File: src/rtl/mux_input_scanner.sv
// Front-panel 16:1 input mux scanner: steps the mux address, waits for settling, samples
// the synchronized line, debounces each channel and publishes a stable image plus change mask.
module mux_input_scanner #(
   parameter int NUM_INPUTS     = 16,
   parameter int ADDR_BITS      = 4,
   parameter int SETTLE_CYCLES  = 8,
   parameter int DEBOUNCE_SCANS = 4,
   parameter int SCAN_PERIOD    = 1000
) (
   input  logic                  CLK,
   input  logic                  RESET,
   output logic [ADDR_BITS-1:0]  MUX_ADDR,
   input  logic                  MUX_OUT,
   output logic [NUM_INPUTS-1:0] STATE,
   output logic [NUM_INPUTS-1:0] CHANGE_MASK,
   output logic                  SCAN_DONE,
   output logic                  CHANGED,
   output logic                  OVERRUN
);

   localparam int DIV_BITS    = (SCAN_PERIOD > 1) ? $clog2(SCAN_PERIOD) : 1;
   localparam int SETTLE_BITS = (SETTLE_CYCLES > 1) ? $clog2(SETTLE_CYCLES) : 1;
   localparam int DEB_BITS    = $clog2(DEBOUNCE_SCANS + 1);

   localparam logic [DIV_BITS-1:0]    DIV_LAST    = DIV_BITS'(SCAN_PERIOD - 1);
   localparam logic [SETTLE_BITS-1:0] SETTLE_LAST = SETTLE_BITS'(SETTLE_CYCLES - 1);
   localparam logic [DEB_BITS-1:0]    DEB_LAST    = DEB_BITS'(DEBOUNCE_SCANS - 1);
   localparam logic [ADDR_BITS-1:0]   ADDR_LAST   = ADDR_BITS'(NUM_INPUTS - 1);

   typedef enum logic [1:0] {
      IDLE,
      SETTLE,
      SAMPLE,
      DONE
   } scan_state_t;

   scan_state_t           scan_state;
   logic [DIV_BITS-1:0]    divider;
   logic [SETTLE_BITS-1:0] settle_cnt;
   logic                   sync_meta;
   logic                   sync_out;
   logic [DEB_BITS-1:0]    deb_cnt [NUM_INPUTS];
   logic                   scan_tick;

   assign scan_tick = (divider == DIV_LAST);

   // Free-running scan period divider; it keeps counting whatever the FSM is doing.
   always_ff @(posedge CLK) begin
      if (RESET) begin
         divider <= '0;
      end else if (scan_tick) begin
         divider <= '0;
      end else begin
         divider <= divider + 1'b1;
      end
   end

   always_ff @(posedge CLK) begin
      if (RESET) begin
         sync_meta <= 1'b0;
         sync_out  <= 1'b0;
      end else begin
         sync_meta <= MUX_OUT;
         sync_out  <= sync_meta;
      end
   end

   // Scan sequencer with per-channel debounce applied in that channel's SAMPLE cycle.
   always_ff @(posedge CLK) begin
      if (RESET) begin
         scan_state  <= IDLE;
         MUX_ADDR    <= '0;
         settle_cnt  <= '0;
         STATE       <= '0;
         CHANGE_MASK <= '0;
         SCAN_DONE   <= 1'b0;
         CHANGED     <= 1'b0;
         OVERRUN     <= 1'b0;
         for (int i = 0; i < NUM_INPUTS; i++) begin
            deb_cnt[i] <= '0;
         end
      end else begin
         SCAN_DONE <= 1'b0;
         CHANGED   <= 1'b0;

         if (scan_tick && (scan_state != IDLE)) begin
            OVERRUN <= 1'b1;
         end

         case (scan_state)
            IDLE: begin
               if (scan_tick) begin
                  scan_state  <= SETTLE;
                  MUX_ADDR    <= '0;
                  settle_cnt  <= '0;
                  CHANGE_MASK <= '0;
               end
            end

            SETTLE: begin
               if (settle_cnt == SETTLE_LAST) begin
                  scan_state <= SAMPLE;
               end else begin
                  settle_cnt <= settle_cnt + 1'b1;
               end
            end

            SAMPLE: begin
               for (int i = 0; i < NUM_INPUTS; i++) begin
                  if (MUX_ADDR == ADDR_BITS'(i)) begin
                     if (sync_out == STATE[i]) begin
                        deb_cnt[i] <= '0;
                     end else if (deb_cnt[i] == DEB_LAST) begin
                        STATE[i]       <= sync_out;
                        deb_cnt[i]     <= '0;
                        CHANGE_MASK[i] <= 1'b1;
                     end else begin
                        deb_cnt[i] <= deb_cnt[i] + 1'b1;
                     end
                  end
               end
               if (MUX_ADDR == ADDR_LAST) begin
                  scan_state <= DONE;
               end else begin
                  MUX_ADDR   <= MUX_ADDR + 1'b1;
                  settle_cnt <= '0;
                  scan_state <= SETTLE;
               end
            end

            DONE: begin
               SCAN_DONE  <= 1'b1;
               CHANGED    <= |CHANGE_MASK;
               MUX_ADDR   <= '0;
               scan_state <= IDLE;
            end

            default: begin
               scan_state <= IDLE;
            end
         endcase
      end
   end

endmodule

File: config.mk
export PLATFORM = sky130hd
export DESIGN_NAME = mux_input_scanner
export DESIGN_NICKNAME = d
export VERILOG_FILES = /design/src/rtl/mux_input_scanner.sv
export SDC_FILE = /design/constraint.sdc
export NUM_CORES = 1
export LEC_CHECK = 0
export ABC_AREA = 1
export BUFFER_PORTS_ARGS = -buffer_cell sky130_fd_sc_hd__buf_2
export CAP_MARGIN = 15
export CORE_UTILIZATION = 45
export DETAILED_ROUTE_END_ITERATION = 16
export RECOVER_POWER = 25
export SYNTH_ARGS = -nofsm -noshare
export SYNTH_HDL_FRONTEND = slang
export SYNTH_SLANG_ARGS = --single-unit
File: constraint.sdc
create_clock -name CLK -period 2.1 [get_ports CLK]
set_input_delay 0.525 -clock CLK [delete_from_list [all_inputs] [get_ports CLK]]
set_output_delay 0.525 -clock CLK [all_outputs]
set_load 0.01 [all_outputs]
[Word-level counts from Yosys, hierarchy flattened]
Memory sizes are Yosys's and may differ from the RTL's.
Cells that the tools add are included.
Operators by class
  add/sub/neg operators: 19
  equal/unequal tests: 104
  muxes and demuxes: 384
  bitwise logic cells: 65
  reduce and logical (&&, ||, !) cells: 45
Operators by type and width (number)
  1-bit 2-to-1 mux: 323
  3-bit 2-to-1 mux: 51
  2-bit inequality test, second input constant: 52
  5-bit AND reduction: 16
  4-bit AND reduction: 17
  3-bit by 1-bit adder with 3-bit output, second input constant: 17
  3-bit by 2-bit equality test with 1-bit output, second input constant: 16
  1-bit OR: 48
  4-bit equality test, second input constant: 8
  16-bit case mux with 2 select lines: 1
  1-bit NOT: 17
  1-bit equality test: 16
  4-bit by 3-bit equality test with 1-bit output, second input constant: 4
  16-bit 2-to-1 mux: 1
  16-bit OR reduction: 1
  4-bit case mux with 3 select lines: 1
  10-bit by 1-bit adder with 10-bit output, second input constant: 1
  10-bit equality test, second input constant: 1
  3-bit case mux with 3 select lines: 1
  4-bit by 2-bit equality test with 1-bit output, second input constant: 2
  4-bit 2-to-1 mux: 2
  2-bit case mux with 4 select lines: 1
  2-bit 2-to-1 mux: 3
  3-bit nonzero test: 2
  12 further kinds: 15
Storage, ports and cells
  register bits: 56
  RAM bits: 48
  input port bits: 3
  memories kept: 1
Memories
  deb_cnt: depth 16, bits a word 3, read ports 16, clocked after Yosys merged registers in 0, wr ports 16, RTL line 42  | logic [DEB_BITS-1:0] deb_cnt [NUM_INPUTS];

[Longest topological paths before layout]
  depth after elaboration: 9
  gate-level depth with buffers: 10
  depth with buffers taken out: 10

[Worst setup path after synthesis]
Ideal clock, no wire load.
  path type: register to register
  start point: register MUX_ADDR[1]
  end point: memory deb_cnt[1][21] (netlist bit), enable pin
  library setup time: 0.337 ns
  arrival: 1.310 ns
  data required time: 1.763 ns
  path slack: 0.453 ns
  cell stages (with the launch flop): 6
  path buffers: 0
  clock period less this slack: 1.647 ns
  cells stage by stage: dfxtp_1 > ha_1 > nand3_1 > nor2_2 > nand4_1 > o2111ai_1
RTL lines
  start: declaration: RTL line 12  | output logic [ADDR_BITS-1:0] MUX_ADDR,
  start signal: assignment: RTL line 125  | MUX_ADDR <= MUX_ADDR + 1'b1;
  end: declaration: RTL line 42

==> results.md <==
- Worst relative slew slack: 0.431
- IO Pins: 42
- Nets: a little over 800
- Number of synthesis warnings: 0
- Hold Path Class: input port to flip-flop
- Final period utilization: 0.914
- Die X: 116 um
- Largest net degree at the start of global routing: 38
- Synth top area cells: edfxtp_1, dfxtp_1, ha_1
- Avg Inst Size Synth: 8.08 um2
- Pleak: 0.00272 uW
- Required time worst endpoint: ~2.1 ns
- RSZ-0062 raised after global routing: no
- Max layer used: met4
- Number of global-route vias before repair: 4541
- Final Skew: 0.00572 ns
- Maximum VDD drop: 495 uV
- Kind of critical path: flip-flop to flip-flop
- Seq cells post-synth: around 100
- Setup crit start kind: flip-flop
- DRC viols: 0
- Met1 WL: 6340 um
- Async S/R FF share, synth: 0
- Starting density of the core: 0.464
- Post-DP HPWL: 10000 um
- Root buffer cell: clkbuf_16
- Via count: a little under 5000
- Diode count: 0
- Core footprint: 12700 um2
- Fin crit period: approximately 1.9 ns
- Routability cong.: 0.830
- Die area: 13500 um2
- Cells after synthesis: between 700 and 800
- CP Capture Type: flip-flop
- Average routed wire per standard cell: around 14 um
- Mapped Nets: 783
- Hold buffer count at cts: 0
- DRT antenna net count: 0
- # Post-CTS Setup Buffers: 0
- Sequential share of the synthesized area: 0.436
- Upper clock frequency limit: around 520 MHz
- Final global-route overflow total: 0
- Final setup fails: 0
- Most common cell after layout, fill and taps aside: nand2_1
- Max-cap violations: 0
- Clk buf depth: 2
- Met2 wire len: 6350 um
- Clock latency on the worst-skew pair: around 0.35 ns
- CTS tree: built
- EDFF count, synth: 48
- Total power: 5570 uW
- Port buffer count: just over 40
- Area leader, netlist: edfxtp_1
- Tightest Pin Transition: 0.853 ns
- Final hold vios: 0
- Met3 WL: 633 um
- Library cells used by synthesis: 40
- Sink Count: 104
- Detailed Route Iter0 Violations: 331
- Hold Worst Slack: around 0.38 ns
- Tot GR Track Use: 0.215
- Crit path arrival time: 1.94 ns
- Top FF cell, synth: dfxtp_1
- Post-synth top area share: 0.245
- Rows: just over 40
- Syn-to-layout area delta: 12.0%
- Clock-pin transition on the worst setup and hold timing paths: roughly 0.07 ns
- Synth Cell Area: between 5000 and 6000 um2
- Post-Route WL: 13600 um
- Post-CTS Resized: 0
- Setup TNS: 0 ns
- Die Span Y: between 100 and 150 um
- Status: complete, no violations
- Fin. max-slew vios: 0
- Initial antenna violation count: 0
- Drt via density: 5.12
- Pwr dens: about 850 nW/um2
- First-pass GRT wire length: 22300 um
- Share of layout cells above drive strength 1: 0.0797
- First-pass iteration count of the detailed router: 5
- Htree depth: 3
- CTS Buf Count: 9
- CP max FO: 5
- Most frequent cells in the layout: nand2_1, nor2_1, inv_1
-- per-stage QoR --
step | worst slack [ns] | util | instance area, um2 | instances
6_report | 0.180 | 0.520 | 6580 | 950
5_1_grt | 0.0417 | 0.520 | 6580 | 950
4_1_cts | 0.254 | 0.525 | 6660 | 950
3_5_place_dp | 0.260 | 0.499 | 6320 | 934
3_3_place_gp | 0.321 | 0.499 | 6320 | 934
2_1_floorplan | 0.453 | - | 5880 | 727
-- layer usage --
metal  vias to the layer above  track usage
li1                       2476            -
met1                      2252        0.281
met2                       112        0.356
met3                        27       0.0353
met4                         0       0.0872
met5                         -            0
-- path summary, 6_finish.rpt --
path	slack (ns)	start	cells past startpoint	end
max reg2reg	0.18	MUX_ADDR[1]	5	deb_cnt[1][23]
min	0.38	MUX_OUT	3	sync_meta
min reg2reg	0.41	sync_meta	2	sync_out
max	0.18	MUX_ADDR[1]	5	deb_cnt[1][23]
-- worst max-delay path, cell delays in order (launching register included) --
cell       delay [ns]
dfxtp_1          0.40
ha_1             0.31
nand3_1          0.15
nor2_1           0.29
nand4_1          0.23
o2111ai_1        0.21
-- cells by family (layout without fill, tap and decap cells) --
| group | after synthesis | after routing | share of synthesized area |
|---|---|---|---|
| AOI/OAI and AO/OA | 62 | 62 | 0.0598 |
| adders and majority gates | 53 | 53 | 0.113 |
| and+or+nand+nor | 384 | 384 | 0.290 |
| DFF | 104 | 104 | 0.436 |
| buffers and inverters | 113 | 164 | 0.0832 |
| xor gates and xnor gates | 11 | 11 | 0.0177 |
-- state kept, by name, indices dropped and copies added (netlist names) --
name,count
deb_cnt,48
CHANGE_MASK,16
STATE,16
divider,10
MUX_ADDR,4
settle_cnt,3
scan_state,2
CHANGED,1
OVERRUN,1
SCAN_DONE,1
sync_meta,1
sync_out,1
-- where the power goes --
group          total [uW]  switching, uW  internal (uW)
combinational        1300            886            417
sequential           2360            126           2240
clock                1910            744           1160
-- layout make-up --
class,count,area (um2)
fillers,1261,6090
multi-input cells,510,2820
flip-flops and latches,104,2560
inverters,88,333
repair buffers,60,323
clock buffers,10,229
well taps,172,215
clock inverters,6,106
-- Yosys cell counts, types with 2 or more instances --
master	n
a21oi_1	35
and2_1	2
buf_2	8
buf_4	8
buf_6	3
clkbuf_1	5
dfxtp_1	56
edfxtp_1	48
ha_1	53
inv_1	80
inv_2	6
nand2_1	154
nand2_2	2
nand2_4	2
nand3_1	49
nand3b_1	4
nand4_1	24
nor2_1	113
nor2_2	6
nor2_4	5
nor3_1	11
nor4_1	4
o2111ai_1	5
o21a_1	2
o21ai_0	9
o21ai_1	5
o31ai_1	5
or2_1	2
or2_2	2
xnor2_1	9
(Power assumes the default switching activity.)
